## src/rtl/uart_pixel_framer.sv

```systemverilog
// Byte-stream to pixel framer: hunts for SOF, packs R,G,B byte triples into pixel words.
// Optional trailing XOR checksum byte per frame when UART_PIXEL_FRAMER_CHECKSUM_EN is defined.
module uart_pixel_framer #(
  parameter int          PANEL_ROWS     = 64,
  parameter int          PANEL_COLS     = 64,
  parameter int          COLOR_DEPTH    = 4,
  parameter logic [7:0]  SOF_BYTE       = 8'hA5,
  parameter int          TIMEOUT_CYCLES = 50000
) (
  input  logic                       clk,
  input  logic                       rst_n,
  input  logic                       rx_valid,
  output logic                       rx_ready,
  input  logic [7:0]                 rx_data,
  output logic                       pix_valid,
  input  logic                       pix_ready,
  output logic                       pix_sof,
  output logic [3*COLOR_DEPTH-1:0]   pix_rgb,
  output logic                       frame_done,
  output logic                       frame_err,
  output logic [7:0]                 err_count
);

  localparam int CD    = COLOR_DEPTH;
  localparam int NPIX  = PANEL_ROWS * PANEL_COLS;
  localparam int CNT_W = (NPIX > 1) ? $clog2(NPIX) : 1;
  localparam int TMO_W = $clog2(TIMEOUT_CYCLES + 1);
  localparam logic [CNT_W-1:0] LAST_PIX = CNT_W'(NPIX - 1);
  localparam logic [TMO_W-1:0] TMO_LAST = TMO_W'(TIMEOUT_CYCLES - 1);

`ifdef UART_PIXEL_FRAMER_CHECKSUM_EN
  typedef enum logic [1:0] {ST_IDLE = 2'd0, ST_PAYLOAD = 2'd1, ST_CHECK = 2'd2} state_t;
  logic [7:0] xor_r;
`else
  typedef enum logic [1:0] {ST_IDLE = 2'd0, ST_PAYLOAD = 2'd1} state_t;
`endif

  state_t                state_r;
  state_t                state_nxt_s;
  logic [1:0]            byte_idx_r;
  logic [CNT_W-1:0]      pix_cnt_r;
  logic                  sof_pend_r;
  logic [CD-1:0]         r_field_r;
  logic [CD-1:0]         g_field_r;
  logic [TMO_W-1:0]      tmo_cnt_r;
  logic                  ready_en_r;
  logic                  pix_valid_r;
  logic                  pix_sof_r;
  logic [3*CD-1:0]       pix_rgb_r;
  logic                  frame_done_r;
  logic                  frame_err_r;
  logic [7:0]            err_count_r;

  logic                  rx_ready_s;
  logic                  accept_s;
  logic                  load_s;
  logic                  done_evt_s;
  logic                  err_evt_s;
  logic                  tmo_hit_s;
  logic [CD-1:0]         chan_s;

  // ready_en_r keeps rx_ready low while reset is asserted
  assign rx_ready_s = ready_en_r & (~pix_valid_r | pix_ready);
  assign accept_s   = rx_valid & rx_ready_s;
  assign chan_s     = rx_data[7 -: CD];

  assign rx_ready   = rx_ready_s;
  assign pix_valid  = pix_valid_r;
  assign pix_sof    = pix_sof_r;
  assign pix_rgb    = pix_rgb_r;
  assign frame_done = frame_done_r;
  assign frame_err  = frame_err_r;
  assign err_count  = err_count_r;

  // Next-state and frame event decode
  always_comb begin
    state_nxt_s = state_r;
    load_s      = 1'b0;
    done_evt_s  = 1'b0;
    err_evt_s   = 1'b0;
    tmo_hit_s   = (state_r != ST_IDLE) && rx_ready_s && !accept_s && (tmo_cnt_r == TMO_LAST);
    case (state_r)
      ST_IDLE: begin
        if (accept_s && (rx_data == SOF_BYTE)) begin
          state_nxt_s = ST_PAYLOAD;
        end else begin
          state_nxt_s = ST_IDLE;
        end
      end
      ST_PAYLOAD: begin
        if (accept_s) begin
          if (byte_idx_r == 2'd2) begin
            load_s = 1'b1;
            if (pix_cnt_r == LAST_PIX) begin
`ifdef UART_PIXEL_FRAMER_CHECKSUM_EN
              state_nxt_s = ST_CHECK;
`else
              state_nxt_s = ST_IDLE;
              done_evt_s  = 1'b1;
`endif
            end else begin
              state_nxt_s = ST_PAYLOAD;
            end
          end else begin
            state_nxt_s = ST_PAYLOAD;
          end
        end else if (tmo_hit_s) begin
          state_nxt_s = ST_IDLE;
          err_evt_s   = 1'b1;
        end else begin
          state_nxt_s = ST_PAYLOAD;
        end
      end
`ifdef UART_PIXEL_FRAMER_CHECKSUM_EN
      ST_CHECK: begin
        if (accept_s) begin
          state_nxt_s = ST_IDLE;
          if (rx_data == xor_r) begin
            done_evt_s = 1'b1;
          end else begin
            err_evt_s  = 1'b1;
          end
        end else if (tmo_hit_s) begin
          state_nxt_s = ST_IDLE;
          err_evt_s   = 1'b1;
        end else begin
          state_nxt_s = ST_CHECK;
        end
      end
`endif
      default: begin
        state_nxt_s = ST_IDLE;
      end
    endcase
  end

  // State register
  always_ff @(posedge clk or negedge rst_n) begin
    if (!rst_n) begin
      state_r    <= ST_IDLE;
      ready_en_r <= 1'b0;
    end else begin
      state_r    <= state_nxt_s;
      ready_en_r <= 1'b1;
    end
  end

  // Frame datapath: byte position, pixel count, colour fields, idle timeout
  always_ff @(posedge clk or negedge rst_n) begin
    if (!rst_n) begin
      byte_idx_r <= 2'd0;
      pix_cnt_r  <= '0;
      sof_pend_r <= 1'b0;
      r_field_r  <= '0;
      g_field_r  <= '0;
      tmo_cnt_r  <= '0;
`ifdef UART_PIXEL_FRAMER_CHECKSUM_EN
      xor_r      <= 8'h00;
`endif
    end else begin
      if ((state_r == ST_IDLE) || accept_s) begin
        tmo_cnt_r <= '0;
      end else if (rx_ready_s) begin
        tmo_cnt_r <= tmo_cnt_r + TMO_W'(1);
      end else begin
        tmo_cnt_r <= tmo_cnt_r;
      end
      if ((state_r == ST_IDLE) && accept_s && (rx_data == SOF_BYTE)) begin
        byte_idx_r <= 2'd0;
        pix_cnt_r  <= '0;
        sof_pend_r <= 1'b1;
`ifdef UART_PIXEL_FRAMER_CHECKSUM_EN
        xor_r      <= 8'h00;
`endif
      end else if ((state_r == ST_PAYLOAD) && accept_s) begin
`ifdef UART_PIXEL_FRAMER_CHECKSUM_EN
        xor_r <= xor_r ^ rx_data;
`endif
        case (byte_idx_r)
          2'd0: begin
            r_field_r  <= chan_s;
            byte_idx_r <= 2'd1;
          end
          2'd1: begin
            g_field_r  <= chan_s;
            byte_idx_r <= 2'd2;
          end
          2'd2: begin
            byte_idx_r <= 2'd0;
            sof_pend_r <= 1'b0;
            pix_cnt_r  <= (pix_cnt_r == LAST_PIX) ? '0 : pix_cnt_r + CNT_W'(1);
          end
          default: begin
            byte_idx_r <= 2'd0;
          end
        endcase
      end else begin
        byte_idx_r <= byte_idx_r;
      end
    end
  end

  // Output pixel register and status pulses; a new load takes priority over an accept
  always_ff @(posedge clk or negedge rst_n) begin
    if (!rst_n) begin
      pix_valid_r  <= 1'b0;
      pix_sof_r    <= 1'b0;
      pix_rgb_r    <= '0;
      frame_done_r <= 1'b0;
      frame_err_r  <= 1'b0;
      err_count_r  <= 8'h00;
    end else begin
      if (load_s) begin
        pix_valid_r <= 1'b1;
        pix_sof_r   <= sof_pend_r;
        pix_rgb_r   <= {chan_s, g_field_r, r_field_r};
      end else if (pix_valid_r && pix_ready) begin
        pix_valid_r <= 1'b0;
        pix_sof_r   <= 1'b0;
      end else begin
        pix_valid_r <= pix_valid_r;
      end
      frame_done_r <= done_evt_s;
      frame_err_r  <= err_evt_s;
      if (err_evt_s && (err_count_r != 8'hFF)) begin
        err_count_r <= err_count_r + 8'd1;
      end else begin
        err_count_r <= err_count_r;
      end
    end
  end

endmodule

```

## config.mk

```make
export PLATFORM = sky130hd
export DESIGN_NAME = uart_pixel_framer
export DESIGN_NICKNAME = d
export VERILOG_FILES = /design/src/rtl/uart_pixel_framer.sv
export SDC_FILE = /design/constraint.sdc
export NUM_CORES = 1
export LEC_CHECK = 0
export CORE_MARGIN = 10
export CORE_UTILIZATION = 50
export DETAILED_ROUTE_END_ITERATION = 6
export HOLD_SLACK_MARGIN = 0.02
export PLACE_DENSITY = 0.85
export SYNTH_ARGS = -nofsm -noshare
export SYNTH_HDL_FRONTEND = slang
export SYNTH_SLANG_ARGS = --single-unit
```

## constraint.sdc

```tcl
create_clock -name clk -period 1.72 [get_ports clk]
set_input_delay 0.43 -clock clk [delete_from_list [all_inputs] [get_ports clk]]
set_output_delay 0.43 -clock clk [all_outputs]
set_load 0.01 [all_outputs]
```

==> results of run 1 <==
## how the worst min path moves through the flow
stage | start | endpoint | slack, ns
finish | rst_n | tmo_cnt_r[0] | 0.07
global route | rst_n | tmo_cnt_r[0] | 0.09
detailed placement | r_field_r[2] | pix_rgb[2] | 0.46
floorplan | rst_n | byte_idx_r[0] | 0.13
CTS | rst_n | err_count[5] | 0.09
global placement | g_field_r[1] | pix_rgb[5] | 0.45
## worst max-delay path: stages (launching register included)
cell and delay (ns):
dfrtp_1 0.37, ha_2 0.19, and3_4 0.21, buf_4 0.14
and3_1 0.23, a21oi_1 0.10, o21ai_0 0.25, o21ai_1 0.16
## power breakdown
part / total, mW / internal (mW) / switching, mW
Clock: 1.35 / 0.681 / 0.667
Sequential: 1.59 / 1.56 / 0.0297
Combinational: 0.173 / 0.0887 / 0.0840
Total: 3.11 / 2.33 / 0.781
## synth_stat cells, types with 3 or more instances
library cell	n
nand2_1	68
dfrtp_1	65
nand3_1	18
nand4_1	15
nor2_1	14
o21ai_0	12
xnor2_1	10
a21oi_1	8
mux2_2	8
and3_1	5
buf_2	5
inv_1	5
nor4_1	5
and4_1	4
nand2b_1	4
nor3_1	4
o31ai_1	4
xor2_1	4
ha_1	3
mux2_1	3
nand4b_1	3
or3_1	3
## metal layers
layer	part of all wire [%]	up-vias	wire length (microns)
met5	0	-	0
met4	5.5	0	552
met3	7.0	54	707
met2	50	196	5080
met1	37	1470	3740
li1	-	1333	-
## kinds of logic after synthesis
kind of cell	Yosys count	synth area share (%)
DFF	65	51.4
other	1	0.118
AOI/OAI and AO/OA	37	7.27
xor gates and xnor gates	14	3.87
adders and majority gates	3	1.19
muxes	12	4.23
and+or+nand+nor	169	30.1
buffers and inverters	12	1.86
## cell type report
class | instances | area share, %
Clock buffer | 9 | 2.73
Clock inverter | 7 | 1.71
Inverter | 5 | 0.413
Multi-Input combinational cell | 236 | 36.4
Sequential cell | 65 | 35.9
Tap cell | 75 | 2.07
Timing Repair Buffer | 106 | 20.8
## sequential cells by signal, summed over array words and instances (netlist names)
signal / count
frame_err: 1
ready_en_r: 1
tmo_cnt_r: 16
sof_pend_r: 1
state_r: 1
err_count: 8
pix_sof: 1
frame_done: 1
r_field_r: 4
pix_cnt_r: 12
pix_rgb: 12
byte_idx_r: 2
g_field_r: 4
pix_valid: 1
## what timing repair did
item                       in CTS  in global routing
pin swaps                      10                 17
gates resized for setup        32                 39
setup buffers                  11                  6
gates cloned                    0                  0
setup endpoints to repair      36                 38
## metrics by stage
step | setup slack (ns) | instances | power, mW | hold WS, ns
2_1_floorplan | 0.0146 | 313 | 1.66 | 0.134
3_3_place_gp | -0.441 | 471 | 1.77 | 0.452
3_5_place_dp | -0.502 | 471 | 1.77 | 0.462
4_1_cts | 0.00700 | 498 | 3.09 | 0.0860
5_1_grt | -0.155 | 503 | 3.19 | 0.0876
6_report | -0.0726 | 503 | 3.11 | 0.0707
==> impl_metrics.yaml, run 1 <==
setup_path:
  r2r_start: "tmo_cnt_r[1]"
  worstPathRequired_ns: 1.93
  crit_type: "reg -> reg"
  cp_max_fo: 5
  reg2reg_depth: 7
  reg2reg_slack_ns: -0.07
  r2r-end: "tmo_cnt_r[14]"
  critical_path.endpoint_type: "flop"
  setup.worst_path.start_class: "flop"
  cp-startpoint: "tmo_cnt_r[1]"
  arrival_ns: 2.01
  cp-endpoint: "tmo_cnt_r[14]"
detailed_routing:
  first_pass_iters: 7
  drt-initial-drc-count: 280
  vias: 3053
  routed_wl_mm: 10.1
  drc: 0
  antenna_left: 0
  viasPerCell: 6.07
  wl_per_cell_microns: 20.0
die:
  num_rows: 28
  start_util_pct: 52.5
  io_pins: 37
  core_sq_mm: 0.00603
  die_y_microns: 99.6
  die-width_microns: 99.6
  die_area_sq_mm: 0.00991
global_routing:
  grt_antenna_before_repair: 0
  grt_busiest_layer: "met2"
  grt_max_degree: 66
  grt_pass1_wl_mm: 14.4
  grt-ovfl-total: 0
  grt.met1_usage_pct: 19.9
  gr-usage-all-layers_pct: 17.6
  met3_usage_pct: 3.60
  grt_pass1_vias: 3038
  use_met2_pct: 30.0
placed_design:
  gp_congestion: 0.863
  post-dp-hpwl_mm: 5.65
  port_buffers: 36
  dpl_cell_area_sq_mm: 0.00401
finish:
  final_cell_mix: "nand2_1, dfrtp_1, buf_4"
  design_area_sq_mm: 0.00454
  drive_above_1_share_pct: 32.0
  num_antenna_cells: 0
  multiInputGateArea_sq_mm: 0.00165
  area_growth_pct: 43.4
  fill_cells: 372
  seq_area_sq_mm: 0.00163
  utilization_pct: 75.3
  final_nets: 438
  mostFrequentLayoutCell: "nand2_1"
synth:
  synth_top_cell_area_share_pct: 51.4
  ys.flop_type: "dfrtp_1"
  async_flop_share_pct: 100
  ys_types: 58
  ys_seq_area_share_pct: 51.4
  yosysWarnings: 0
  syn-num-nets: 328
  yosys-top-cells-area: "dfrtp_1, nand2_1, nand4_1, nand3_1, mux2_2"
  synth_edf_count: 0
  syn_area_sq_mm: 0.00317
  syn_inst: 313
  synth-seq-cells: 65
  yosysTopAreaCell: "dfrtp_1"
  avgSynthCellArea_sq_um: 10.1
cts:
  numCtsBuffers: 9
  clock_latency_ns: 0.36
  ctsHoldBuffers: 0
  cts-root-buf: "clkbuf_8"
  path_clk_slew_ns: 0.08
  cts_sinks: 65
  clockBufferDepth: 2
  cts_tree: "yes"
  cts.htree.levels: 3
power:
  power_per_cell_area_mw_per_mm2: 685
  ir_drop_v: 0.000682
  leakage_nw: 2.28
timing:
  rsz0062_at_grt: "true"
  setup_viol: 14
  min_period_ns: 1.79
  fin_ws_ns: -0.0726
  period_share_pct: 104
  max_freq_mhz: 558
  hold_violations: 0
  finalSetupTns_ns: -0.346
  finalClockSkew_ns: 0.00882
  slew_viol_final: 0
status:
  violations: "negative setup slack"
  status: "complete, but fails checks"
run:
  maxCapViolCount: 0
worst_hold_path:
  min-delay-path-class: "in -> async"
Power figures use the tool's default switching activity.
==> run 2: changes to the inputs <==
--- a/config.mk
+++ b/config.mk
@@ -6,6 +6,7 @@
 export NUM_CORES = 1
 export LEC_CHECK = 0
+export CORE_ASPECT_RATIO = 1.2
 export CORE_MARGIN = 10
-export CORE_UTILIZATION = 50
+export CORE_UTILIZATION = 52
 export DETAILED_ROUTE_END_ITERATION = 6
 export HOLD_SLACK_MARGIN = 0.02
==> constraint.sdc (replaced) <==
create_clock -name clk -period 2.2 [get_ports clk]
set_input_delay 0.22 -clock clk [delete_from_list [all_inputs] [get_ports clk]]
set_output_delay 0.22 -clock clk [all_outputs]
set_load 0.01 [all_outputs]
==> run 2 against run 1 <==
Against the previous run: the flow now finishes without violations; sequential share of layout area rose by 6.4 points; clock skew fell by 0.0016 ns; flip-flop and latch count did not move; sequential power fell by 22%; register-to-register slack improved by 0.44 ns; largest power group unchanged.
==> impl_metrics.yaml, run 2 (synthesis gave the netlist of run 1 again) <==
setup_path:
  reg2reg_depth: 5
  arrival_ns: 1.65
  critical_path.endpoint_type: "output pin"
  slowest_stage: "clkdlybuf4s50_1"
  cpLargestDelayFamily: "buffers and inverters"
  reg2reg_slack_ns: 0.37
  crit_type: "reg -> out"
  worstPathRequired_ns: 1.98
  worst-path-buf-inv: 2
  cp_max_fo: 6
  setup.worst_path.start_class: "flop"
  worst-path-stages: 4
  path_cells: "nand2b_2 > nand2_1 > inv_1 > clkdlybuf4s50_1"
  slowest_delay_ns: 0.53
detailed_routing:
  drc: 0
  wl_per_cell_microns: 15.2
  drt-initial-drc-count: 235
  antenna_left: 0
  routed_wl_mm: 6.82
  vias: 2522
  first_pass_iters: 4
  viasPerCell: 5.62
die:
  start_util_pct: 53.0
  die_y_microns: 105
  core_sq_mm: 0.00597
  die-width_microns: 91.2
  io_pins: 37
  num_rows: 31
  die_area_sq_mm: 0.00962
finish:
  final_cell_mix: "nand2_1, dfrtp_1, clkdlybuf4s50_1"
  num_antenna_cells: 0
  final_nets: 377
  area_growth_pct: 21.5
  design_area_sq_mm: 0.00384
  layout.cells.non_filler: 449
  largest_reg_flops: 16
  max_flop_register: "tmo_cnt_r"
  drive_above_1_share_pct: 13.9
  mostFrequentLayoutCell: "nand2_1"
placed_design:
  dpl.cell_count: 432
  port_buffers: 36
  pre_cts_slack_ns: 0.187
  dpl_cell_area_sq_mm: 0.00366
  gp_congestion: 0.908
  post-dp-hpwl_mm: 4.83
cts:
  cts_tree: "yes"
  cts_setup_buffers: 0
  path_clk_slew_ns: 0.08
  cts-root-buf: "clkbuf_8"
  cts-resized-gates: 0
  clock_latency_ns: 0.35
  cts.htree.levels: 3
  clockBufferDepth: 2
  cts_sinks: 65
  numCtsBuffers: 9
global_routing:
  grt_antenna_before_repair: 0
  grt-ovfl-total: 0
  grt_pass1_vias: 2482
  gr-usage-all-layers_pct: 14.8
  grt_pass1_wl_mm: 11.8
  grt_max_degree: 42
power:
  leakage_nw: 1.70
  clkPwrFrac_pct: 40.3
  power_per_cell_area_mw_per_mm2: 586
  power.internal_mw: 1.69
  power_frac_seq_pct: 55.1
  ir_drop_v: 0.000557
  power.switching_uw: 565
  p_comb_share_pct: 4.6
  switching_share_pct: 25.1
status:
  status: "completed"
timing:
  fin_hold_ws_ns: 0.406
  finalClockSkew_ns: 0.00718
  hold_violations: 0
  setup_viol: 0
  fin_ws_ns: 0.331
  min_period_ns: 1.87
  rsz0062_at_grt: "false"
  finalSetupTns_ns: 0
  max_freq_mhz: 535
  period_share_pct: 84.9
  worst_pin_slew_ns: 0.584
  relSlewSlack_pct: 61.0
  slew_viol_final: 0
run:
  maxCapViolCount: 0
worst_hold_path:
  min-delay-path-class: "in -> async"
==> run 2: what timing repair did <==
action,4_1_cts,5_1_grt
endpoints found under the hold margin,24,0
hold buffers,1,0
endpoints found under the setup margin,0,0
==> run 2: cell type report <==
cell class | instances | area [sq um]
Sequential cell | 65 | 1630
Timing Repair Buffer | 45 | 438
Tap cell | 82 | 103
Inverter | 5 | 18.8
Multi-Input combinational cell | 236 | 1480
Clock buffer | 9 | 124
Clock inverter | 7 | 55.1
Fill cell | 479 | 2130
==> run 2: power groups by stage <==
stage	Clock (mW)	Sequential (mW)	Combinational, mW
CTS	0.926	1.24	0.107
finish	0.908	1.24	0.104
global route	0.988	1.24	0.115
global placement	0	1.26	0.102
detailed placement	0	1.26	0.105
floorplan	0	1.26	0.0445
==> run 2: routing by layer <==
layer,GRT usage (%),up-vias,routed length [microns]
met1,17.2,1229,2900
met4,7.74,0,171
met2,23.5,66,3380
met5,0,-,0
li1,-,1216,-
met3,5.25,11,372
==> run 2: path summary, 6_finish.rpt <==
path                                     end     startpoint
min in group clk                  pix_rgb[5]   g_field_r[1]
max in group asynchronous         state_r[0]          rst_n
worst max register to register  err_count[6]  tmo_cnt_r[10]
worst max-delay path                rx_ready      pix_valid
worst min register to register    pix_rgb[5]   g_field_r[1]
worst min-delay path              frame_done          rst_n
==> run 2: metrics by stage <==
step	util (%)	power [mW]
after floorplan	-	1.30
after global placement	61.2	1.36
after detailed placement	61.2	1.37
after CTS	64.4	2.27
after global routing	64.4	2.35
final	64.4	2.25
